**config.mk**
```make
export PLATFORM = sky130hd
export DESIGN_NAME = uart_tx_sched
export DESIGN_NICKNAME = d
export VERILOG_FILES = /design/src/rtl/uart_tx_sched.sv
export SDC_FILE = /design/constraint.sdc
export NUM_CORES = 1
export LEC_CHECK = 0
export BUFFER_PORTS_ARGS = -buffer_cell sky130_fd_sc_hd__buf_2
export CAP_MARGIN = 20
export CORE_UTILIZATION = 45
export CTS_CLUSTER_SIZE = 28
export DETAILED_ROUTE_END_ITERATION = 10
export SLEW_MARGIN = 20
export SYNTH_ARGS = -nofsm -noshare
export SYNTH_HDL_FRONTEND = slang
export SYNTH_SLANG_ARGS = --single-unit
export TNS_END_PERCENT = 20
```
**constraint.sdc**
```tcl
create_clock -name clk_50m -period 2.7 [get_ports clk_50m]
set_input_delay 0.675 -clock clk_50m [delete_from_list [all_inputs] [get_ports clk_50m]]
set_output_delay 0.675 -clock clk_50m [all_outputs]
set_load 0.1 [all_outputs]
```
**src/rtl/uart_tx_sched.sv**
```systemverilog
// uart_tx_sched: two-requester round-robin scheduler feeding an 8N1 UART
// transmitter. A request is sampled only while the line is idle; the granted
// byte is latched and serialized start bit, LSB-first data, stop bit, each
// bit lasting DIV clocks. All outputs are registered.
module uart_tx_sched #(
  parameter int unsigned DIV = 5208
) (
  input  logic       clk_50m,
  input  logic       rst,
  input  logic       req0,
  input  logic [7:0] data0,
  output logic       ack0,
  input  logic       req1,
  input  logic [7:0] data1,
  output logic       ack1,
  output logic       tx,
  output logic       busy,
  output logic       frame_done
);

  typedef enum logic [1:0] {
    IDLE,
    START,
    DATA,
    STOP
  } state_t;

  // Last and second-to-last count of a bit period; DIV >= 2 keeps them distinct.
  localparam logic [15:0] BAUD_LAST = 16'(DIV - 1);
  localparam logic [15:0] BAUD_PRE  = 16'(DIV - 2);

  state_t      state;
  logic [15:0] baud_cnt;
  logic [2:0]  bit_idx;
  logic [7:0]  byte_q;
  logic        last1;     // 1 when requester 1 was served most recently
  logic        grant0;
  logic        grant1;
  logic        bit_end;

  // Round-robin arbitration: a lone requester always wins, a tie goes to the
  // side that was not served last.
  always_comb begin
    grant0  = req0 && (!req1 || last1);
    grant1  = req1 && !grant0;
    bit_end = (baud_cnt == BAUD_LAST);
  end

  // Frame sequencer with registered tx/busy/ack/frame_done.
  always_ff @(posedge clk_50m) begin
    // NOTE: non-blocking assignments here so every register samples the
    // pre-edge values; blocking would let later statements see updated state.
    if (rst) begin
      state      <= IDLE;
      baud_cnt   <= '0;
      bit_idx    <= '0;
      byte_q     <= '0;
      last1      <= 1'b1;
      ack0       <= 1'b0;
      ack1       <= 1'b0;
      tx         <= 1'b1;
      busy       <= 1'b0;
      frame_done <= 1'b0;
    end else begin
      // Pulses default low and are raised only in the cycle they apply to.
      ack0       <= 1'b0;
      ack1       <= 1'b0;
      frame_done <= 1'b0;
      case (state)
        IDLE: begin
          if (grant0 || grant1) begin
            state    <= START;
            baud_cnt <= '0;
            bit_idx  <= '0;
            byte_q   <= grant0 ? data0 : data1;
            last1    <= grant1;
            ack0     <= grant0;
            ack1     <= grant1;
            tx       <= 1'b0;
            busy     <= 1'b1;
          end
        end
        START: begin
          if (bit_end) begin
            state    <= DATA;
            baud_cnt <= '0;
            tx       <= byte_q[0];
          end else begin
            baud_cnt <= baud_cnt + 16'd1;
          end
        end
        DATA: begin
          if (bit_end) begin
            baud_cnt <= '0;
            if (bit_idx == 3'd7) begin
              state <= STOP;
              tx    <= 1'b1;
            end else begin
              bit_idx <= bit_idx + 3'd1;
              tx      <= byte_q[bit_idx + 3'd1];
            end
          end else begin
            baud_cnt <= baud_cnt + 16'd1;
          end
        end
        STOP: begin
          if (bit_end) begin
            state    <= IDLE;
            baud_cnt <= '0;
            busy     <= 1'b0;
          end else begin
            baud_cnt <= baud_cnt + 16'd1;
            // Registered pulse: raise it one cycle early so it lands on the
            // final stop-bit cycle.
            if (baud_cnt == BAUD_PRE) frame_done <= 1'b1;
          end
        end
        default: state <= IDLE;
      endcase
    end
  end

endmodule

```
* After elaboration in Yosys (flattened, before gate mapping)
Index checks and enable logic that the tools add are counted.
** Operators by class
- $lt $le $gt $ge :: 1
- Add/sub/neg operators :: 2
- Reduce and logical (&&, ||, !) cells :: 18
- Bitwise operators :: 3
- Equal/unequal tests :: 12
- Mux-type cells :: 25
** Operators by type and width (number)
- 16-bit by 13-bit equality test with 1-bit output, second input constant :: 2
- 16-bit two-way mux :: 2
- 16-bit case mux with 2 select lines :: 1
- 16-bit by 1-bit adder with 16-bit output, second input constant :: 1
- 2-bit != test, second input constant :: 6
- 2-bit two-way mux :: 5
- 3-bit two-way mux :: 3
- 3-bit OR reduction :: 3
- 1-bit two-way mux :: 8
- 8-bit two-way mux :: 1
- 2-bit case mux with 4 select lines :: 1
- 4-bit AND reduction :: 2
- 3-bit case mux with 2 select lines :: 1
- 5-bit AND reduction :: 1
- 2-bit equality test, second input constant :: 2
- 3-bit by 4-bit < comparator with 1-bit output, second input constant :: 1
- 2-bit nonzero test :: 2
- 3-bit by 1-bit adder with 3-bit output, second input constant :: 1
- 1-bit binary-select mux with 3-bit select :: 1
- 3-bit equality test, second input constant :: 1
- 1-bit NOT :: 3
- 1-bit case mux with 3 select lines :: 1
- 3-bit AND reduction :: 1
- 3-bit nonzero test :: 1
- 7 further kinds :: 10
** Word-level totals
- Word-level logic and storage cells :: 71
- Register bits :: 35

* Longest topological paths before layout
Gate-level depths: netlist (run 1).
- Word-level depth :: 8
- Mapped depth :: 8
- Mapped depth without buffers :: 7

* Least setup slack after synthesis (run 1)
No wires, ideal clock.
- Path type :: reg-to-reg
- Start point :: register baud_cnt[13]
- End point :: register bit_idx[0]
- Clock period less this slack :: 2.223 ns
- Data arrival time :: 2.158 ns
- Cell stages (with the launch flop) :: 6
- Setup slack :: 0.477 ns
- Cell sequence :: dfxtp_1 > or4b_1 > or4_4 > nor4b_4 > mux2_4 > nor2_1
** On the way
- Longest elaborated chain between the ends :: 3
** Ends and longest elaborated chain
- start, declared :: line 33 : logic [15:0] baud_cnt;
- start signal, assigned :: line 89 : baud_cnt <= baud_cnt + 16'd1;
- start signal, assigned :: line 103 : baud_cnt <= baud_cnt + 16'd1;
- start signal, assigned :: line 112 : baud_cnt <= baud_cnt + 16'd1;
- 16-bit by 13-bit equality test with 1-bit output :: line 46 : bit_end = (baud_cnt == BAUD_LAST);
- 2-bit != test (no source line)
- 4-bit AND reduction (no source line)
- end signal, assigned :: line 99 : bit_idx <= bit_idx + 3'd1;
- end, declared :: line 34 : logic [2:0] bit_idx;
No other way between the ends.
A chain may end at the register's enable or synchronous reset.

* Worst setup path in the final report (run 1)
Ends and elaborated chain as after synthesis.

==> results of run 1 <==
-- cell type report --
cell class	instances	area (sq um)
clock buffer	6	72.6
fill	371	1700
inverter	10	37.5
multi-input combinational	155	1070
sequential	35	701
tap	48	60.1
timing repair buffer	28	150
-- flip-flops by register name, indices dropped and copies added (netlist names) --
signal,flops
byte_q,8
bit_idx,3
last1,1
busy,1
state,2
ack1,1
frame_done,1
baud_cnt,16
tx,1
ack0,1
-- metrics by stage --
stage | util [%] | instance area, sq um | hold slack (ps) | total power, mW
6_report | 55.2 | 2100 | 468 | 1.60
5_1_grt | 55.2 | 2100 | 523 | 1.71
4_1_cts | 55.2 | 2100 | 477 | 1.61
3_5_place_dp | 53.3 | 2020 | 461 | 1.26
3_3_place_gp | 53.3 | 2020 | 456 | 1.24
2_1_floorplan | - | 1860 | 467 | 1.12
-- path summary, 6_finish.rpt --
kind,startpoint,endpoint,cells after the start
setup / recovery,baud_cnt[13],bit_idx[0],5
hold / removal,tx,tx,2
setup reg to reg,baud_cnt[13],bit_idx[0],5
hold reg to reg,tx,tx,2
-- per-layer routing --
| metal | global-route usage, % | wire length (um) | vias up |
|---|---|---|---|
| li1 | - | - | 786 |
| met1 | 26.3 | 1980 | 699 |
| met2 | 31.4 | 1630 | 34 |
| met3 | 5.34 | 172 | 5 |
| met4 | 7.98 | 44 | 0 |
| met5 | 0 | 0 | - |
-- worst max-delay path, delay by kind of cell, from the launching register on --
family | cells | cell delay (ps)
and+or+nand+nor | 4 | 1650
DFF | 1 | 340
muxes | 1 | 330
-- power by group --
part | switching, mW | leakage (nW) | internal, mW | total [mW]
sequential | 0.0436 | 0.286 | 0.592 | 0.636
combinational | 0.407 | 0.445 | 0.205 | 0.612
clock | 0.178 | 0.0371 | 0.172 | 0.349
-- kinds of logic after synthesis --
| group | after synthesis |
|---|---|
| buffers and inverters | 21 |
| AOI/OAI and AO/OA | 37 |
| and+or+nand+nor | 85 |
| xor gates and xnor gates | 12 |
| muxes | 12 |
| adders and majority gates | 9 |
| DFF | 35 |
-- cell usage after synthesis (all sizes together) --
library cell and instances:
ha 9, a221oi 1, nand2 11, and4b 1, or4 1, mux2 2
nor2 35, o2111ai 1, mux2i 10, nor4b 1, a31oi 2, clkbuf 7
nor4 3, inv 10, xnor2 11, o21a 3, nor3 6, nand4bb 1
a2111o 2, or2 1, a21oi 9, or4b 2, o311ai 1, nand4 1
a211oi 8, nand3 5, xor2 1, o21bai 1, o31ai 4, or3b 3
o21ai 4, nand3b 4, dfxtp 35, nand2b 2, and3 2, nor3b 4
or3 2, buf 4, o221ai 1
==> flow_summary.toml, run 1 <==
[yosys]
ys_seq_elements = 35
ys_types = 41
synth_top_cell_area_share_pct = 37.7
synth_compound_area_share_pct = 13.7
synth_top_family_by_area = "simple AND/OR/NAND/NOR gates"
synth_cells = 211
muxShareOfSynthArea_pct = 6.81
ys_seq_area_share_pct = 37.7
synth_area_leaders = "dfxtp_1 (38%), nor2_1 (7.1%), ha_1 (6.1%)"
synth_area_sq_um = 1860
synth_xor_area_share_pct = 5.66
synth_adder_area_share_pct = 6.06
synth.avg_cell_area_sq_um = 8.80
yosysWarnings = 0
synth_simple_gate_area_share_pct = 25.6
yosysTopAreaCell = "dfxtp_1"
synth_fp_nets = 240

[sta]
slew_violations = 0
setup-tns-final_ps = 0
period_share_pct = 88.1
timing.slew.headroom_pct = 62.3
rsz0062_at_grt = "false"
fin_skew_ps = 5.89
postLayoutSetupSlackWorst_ps = 321
tightest_slew_ps = 565
setup_viol = 0
hold_viol_final = 0
period_minus_slack_ps = 2380
max_freq_mhz = 420

[cts]
cts_tree = "yes"
postCtsHoldBufs = 0
clock-sinks = 35
clkSlewWorstSetupHoldPaths_ps = 70
cts_max_level = 2
root_buffer = "clkbuf_8"
cts_max_path_buffers = 2
ctsResizeCount = 0
clk_latency_ps = 290
post_cts.repair.setup_buffers = 0
cts_buffers = 5

[drt]
drt_wl_total_um = 3820
wl_per_cell_um = 13.6
first_pass_iters = 4
num_vias = 1524
drt-initial-drc-count = 136
drcViolationCount = 0
ant_nets = 0
drt-vias-per-instance = 5.40

[finish]
diodes = 0
nets = 264
finalNonFillerCells = 282
drive_above_1_share_pct = 17.9
final_cell_mix = "nor2_1 (35), dfxtp_1 (35), buf_2 (24)"
area_growth_pct = 12.9

[floorplanning]
dieArea_sq_um = 4390
fp.dieW_um = 66.2
ioPinCount = 25
die_height_um = 66.2
fp-row-count = 22
core_area_sq_um = 3800
start_util_pct = 48.9

[global_route]
grt_pass1_wl_um = 6640
grt_pass1_vias = 1444
overflow = 0
antenna_found_initial = 0
grt_start_max_net_pins = 27
grt_usage_pct = 20.2

[worst_setup_path]
regToRegSetupSlack_ps = 320
crit_type = "reg2reg"
crit_fanout = 5
crit_path_top_delay_cell = "or4_4"
path_cells = "or4b_1 > or4_4 > nor4b_4 > mux2_4 > nor2_1"
crit_required_ps = 2920
slowest_delay_ps = 600
cp-end-kind = "register"
cp-start-kind = "register"
cp.arrival_ps = 2600

[placed_design]
io_buffers = 24
place_inst = 276
place_hpwl_um = 2780
place_ws_ps = 329
gp_congestion = 0.784

[pwr]
ir_drop_mv = 0.346
leakagePower_nw = 0.768
p_per_area_nw_per_um2 = 762

[run_status]
status = "finished, final reports clean"

[job]
cap_violations = 0

[worst_hold_path]
hold_path.class = "reg2reg"
Note: power is estimated with default switching activity, not from simulation.
==> run 2: changes to the inputs <==
CORE_MARGIN = 10   (was default)
CORE_UTILIZATION = 55   (was 45)
PLACE_DENSITY = 0.77   (was default)
==> flow_summary.toml, run 2 (synthesis results as in run 1) <==
[worst_setup_path]
crit_required_ps = 2980
crit_fanout = 5
cp-end-kind = "register"
cp.arrival_ps = 2620
cp-start-kind = "register"
crit_type = "reg2reg"

[sta]
tightest_slew_ps = 540
max_freq_mhz = 427
period_share_pct = 86.7
setup_viol = 0
period_minus_slack_ps = 2340
hold_viol_final = 0
timing.slew.headroom_pct = 64.0
fin_skew_ps = 10.2
postLayoutSetupSlackWorst_ps = 359
setup-tns-final_ps = 0
hold-worst-slack_ps = 476
slew_violations = 0
rsz0062_at_grt = "false"

[drt]
first_pass_iters = 4
num_vias = 1485
wl_per_cell_um = 12.5
drt_wl_total_um = 3510
drt-initial-drc-count = 87
drt-vias-per-instance = 5.27
ant_nets = 0
drcViolationCount = 0

[finish]
largest_register = "baud_cnt"
fillCellCount = 307
drive_above_1_share_pct = 18.2
nets = 264
area_growth_pct = 11.5
finalNonFillerCells = 282
largest_reg_flops = 16
reg_top3 = "baud_cnt: 16 flops, byte_q: 8 flops, bit_idx: 3 flops"
diodes = 0
stdcell_area_sq_um = 2070
final_cell_mix = "nor2_1 (35), dfxtp_1 (35), buf_2 (24)"
finish.utilization_pct = 62.5

[global_route]
grt_start_max_net_pins = 27
grt_pass1_wl_um = 6150
grt_pass1_vias = 1443
antenna_found_initial = 0
grt_usage_pct = 11.9
overflow = 0

[cts]
clk_latency_ps = 340
cts_max_path_buffers = 2
post_cts.repair.setup_buffers = 0
clkSlewWorstSetupHoldPaths_ps = 100
cts_buffers = 5
root_buffer = "clkbuf_4"
cts_max_level = 2
postCtsHoldBufs = 0
cts_tree = "yes"
ctsResizeCount = 0
clock-sinks = 35

[run_status]
status = "finished, final reports clean"

[placed_design]
place_hpwl_um = 2630
place_inst = 274
placed_area_sq_um = 2020
io_buffers = 24
place_ws_ps = 366
gp_congestion = 0.817

[floorplanning]
fp.dieW_um = 78.1
core_area_sq_um = 3310
fp-row-count = 21
ioPinCount = 25
start_util_pct = 56.1
dieArea_sq_um = 6100
die_height_um = 78.1

[job]
cap_violations = 0

[pwr]
p_per_area_nw_per_um2 = 729
leakagePower_nw = 0.760
power_mw = 1.51
ir_drop_mv = 0.387

[worst_hold_path]
hold_path.class = "reg2reg"
-- run 2: cell count changes in the layout (fill, tap and decap cells not counted) --
cell and change:
clkbuf_1 +1, clkbuf_4 +5, clkbuf_8 -5, clkinv_2 +1, o21ai_0 -1, o21ai_1 +1
-- run 2: worst max-delay path, stage by stage, from the launching register on --
cell,delay [ps]
dfxtp_1,350
or4b_1,560
or4_4,600
nor4b_4,380
mux2_4,330
nor2_1,70
-- run 2: where the power goes --
group	switching [mW]	internal [mW]
clock	0.168	0.101
sequential	0.0432	0.591
combinational	0.399	0.206
-- run 2: cell type report --
class                           instances  area, sq um  share of cell area [%]
Tap cell                               46         57.6                    2.78
Timing Repair Buffer                   28          150                    7.25
Sequential cell                        35          701                    33.8
Multi-Input combinational cell        155         1070                    51.9
Inverter                               10         37.5                    1.81
Clock buffer                            7         45.0                    2.18
Clock inverter                          1         5.00                   0.242
-- run 2: path summary, 6_finish.rpt --
path | startpoint | end | slack (ps) | cells past startpoint
setup / recovery | baud_cnt[13] | bit_idx[0] | 360 | 5
hold / removal | tx | tx | 480 | 2
setup reg to reg | baud_cnt[13] | bit_idx[0] | 360 | 5
hold reg to reg | tx | tx | 480 | 2
-- run 2: metal layers --
layer,wire (um),vias to the layer above,track usage [%]
li1,-,800,-
met1,1710,643,14.2
met2,1570,40,19.1
met3,211,2,4.78
met4,21,0,3.76
met5,0,-,0
==> run 3: changes to the inputs <==
GPL_TIMING_DRIVEN = 0   (was default)
==> flow_summary.toml, run 3 (synthesis results as in run 1) <==
[run_status]
status = "finished, final reports clean"

[sta]
hold-worst-slack_ps = 473
setup_viol = 0
period_minus_slack_ps = 2450
max_freq_mhz = 407
fin_skew_ps = 7.48
hold_viol_final = 0
timing.slew.headroom_pct = 56.6
setup-tns-final_ps = 0
slew_violations = 0
tightest_slew_ps = 650
rsz0062_at_grt = "false"
period_share_pct = 90.9
postLayoutSetupSlackWorst_ps = 246

[cts]
post_cts.repair.setup_buffers = 0
cts_tree = "yes"
cts_max_level = 2
clkSlewWorstSetupHoldPaths_ps = 110
cts_buffers = 5
root_buffer = "clkbuf_4"
clk_latency_ps = 340
cts_max_path_buffers = 2
postCtsHoldBufs = 0
clock-sinks = 35

[worst_hold_path]
holdPathStages = 2
hold_path.class = "reg2reg"
whs_endpoint = "busy"
worstHoldStart = "busy"

[placed_design]
place_ws_ps = 199
io_buffers = 23
place_hpwl_um = 2820
placed_area_sq_um = 2030
gp_congestion = 0.839
place_inst = 280

[pwr]
clkPwrFrac_pct = 20.8
pwr-share-seq_pct = 40.1
p_sw_mw = 0.635
intPower_mw = 0.950
sw_frac_of_total_pct = 40.1
p_comb_share_pct = 39.1
power_mw = 1.59
p_per_area_nw_per_um2 = 751
leakagePower_nw = 0.767
ir_drop_mv = 0.395

[finish]
area_growth_pct = 13.6
reg_top3 = "baud_cnt: 16 flops, byte_q: 8 flops, bit_idx: 3 flops"
diodes = 0
fillCellCount = 308
largest_reg_flops = 16
finalNonFillerCells = 288
nets = 270
finish.utilization_pct = 63.7
largest_register = "baud_cnt"
drive_above_1_share_pct = 17.8
final_cell_mix = "nor2_1 (35), dfxtp_1 (35), buf_2 (25)"
stdcell_area_sq_um = 2110

[global_route]
grt_pass1_wl_um = 6440
overflow = 0
grt_start_max_net_pins = 11
antenna_found_initial = 0
grt_usage_pct = 12.7
grt_pass1_vias = 1457

[drt]
top_layer = "met4"
drt-initial-drc-count = 98
num_vias = 1578
drt-vias-per-instance = 5.48
drcViolationCount = 0
first_pass_iters = 5
wl_met3_um = 209
met2_length_um = 1710
ant_nets = 0
wl_per_cell_um = 13.2
met1_length_um = 1830
drt_wl_total_um = 3800

[floorplanning]
fp.dieW_um = 78.1
start_util_pct = 56.1
fp-row-count = 21
dieArea_sq_um = 6100
core_area_sq_um = 3310
ioPinCount = 25
die_height_um = 78.1

[worst_setup_path]
cp.arrival_ps = 2720
reg2reg_depth = 8
cp-start-kind = "register"
crit_type = "reg2reg"
cp-end-kind = "register"
regToRegSetupSlack_ps = 250
crit_fanout = 9
path_cells = "inv_1 > ha_1 > or3b_2 > clkbuf_1 > nand2_1 > nor4b_4 > or3b_2 > a21oi_1"
crit_required_ps = 2970
reg2reg_to = "bit_idx[1]"
crit_path_top_delay_cell = "or3b_2"
slowest_delay_ps = 470
crit_top_cell = "or3b_2"
reg2reg_from = "state[0]"

[job]
cap_violations = 0
-- run 3: layout make-up --
cell class / instances / area, sq um / share of cell area [%]
timing repair buffer: 23 / 115 / 5.46
multi-input combinational: 155 / 1090 / 51.5
sequential: 35 / 701 / 33.2
clock buffer: 8 / 68.8 / 3.26
buffer: 11 / 43.8 / 2.08
tap: 46 / 57.6 / 2.73
inverter: 10 / 37.5 / 1.78
-- run 3: repair_timing --
| item | in CTS | in global routing |
|---|---|---|
| hold endpoints to repair | 0 | 0 |
| endpoints found under the setup margin | 0 | 11 |
| gates resized for setup | 0 | 2 |
-- run 3: worst max-delay path, delay by kind of cell (launching register included) --
kind,cells,cell delay (ps)
DFF,1,350
AOI/OAI and AO/OA,1,150
buffers and inverters,2,320
and+or+nand+nor,4,1220
adders and majority gates,1,330
-- run 3: per-layer routing --
layer,vias to the layer above,GRT usage (%)
met3,6,4.10
li1,805,-
met5,-,0
met1,727,15.8
met2,40,19.3
met4,0,6.09
-- run 3: power groups by stage --
| stage | Clock, mW | Sequential (mW) | Combinational [mW] |
|---|---|---|---|
| floorplan | 0 | 0.744 | 0.380 |
| global placement | 0 | 0.645 | 0.604 |
| detailed placement | 0 | 0.647 | 0.612 |
| CTS | 0.336 | 0.636 | 0.616 |
| global route | 0.354 | 0.645 | 0.686 |
| finish | 0.330 | 0.636 | 0.619 |
-- run 3: worst max path at each step --
stage,start,to,slack (ps)
global route,state[0],bit_idx[1],90
global placement,req1,baud_cnt[11],230
detailed placement,baud_cnt[13],baud_cnt[10],200
finish,state[0],bit_idx[1],250
floorplan,baud_cnt[13],bit_idx[0],480
CTS,baud_cnt[13],baud_cnt[10],180
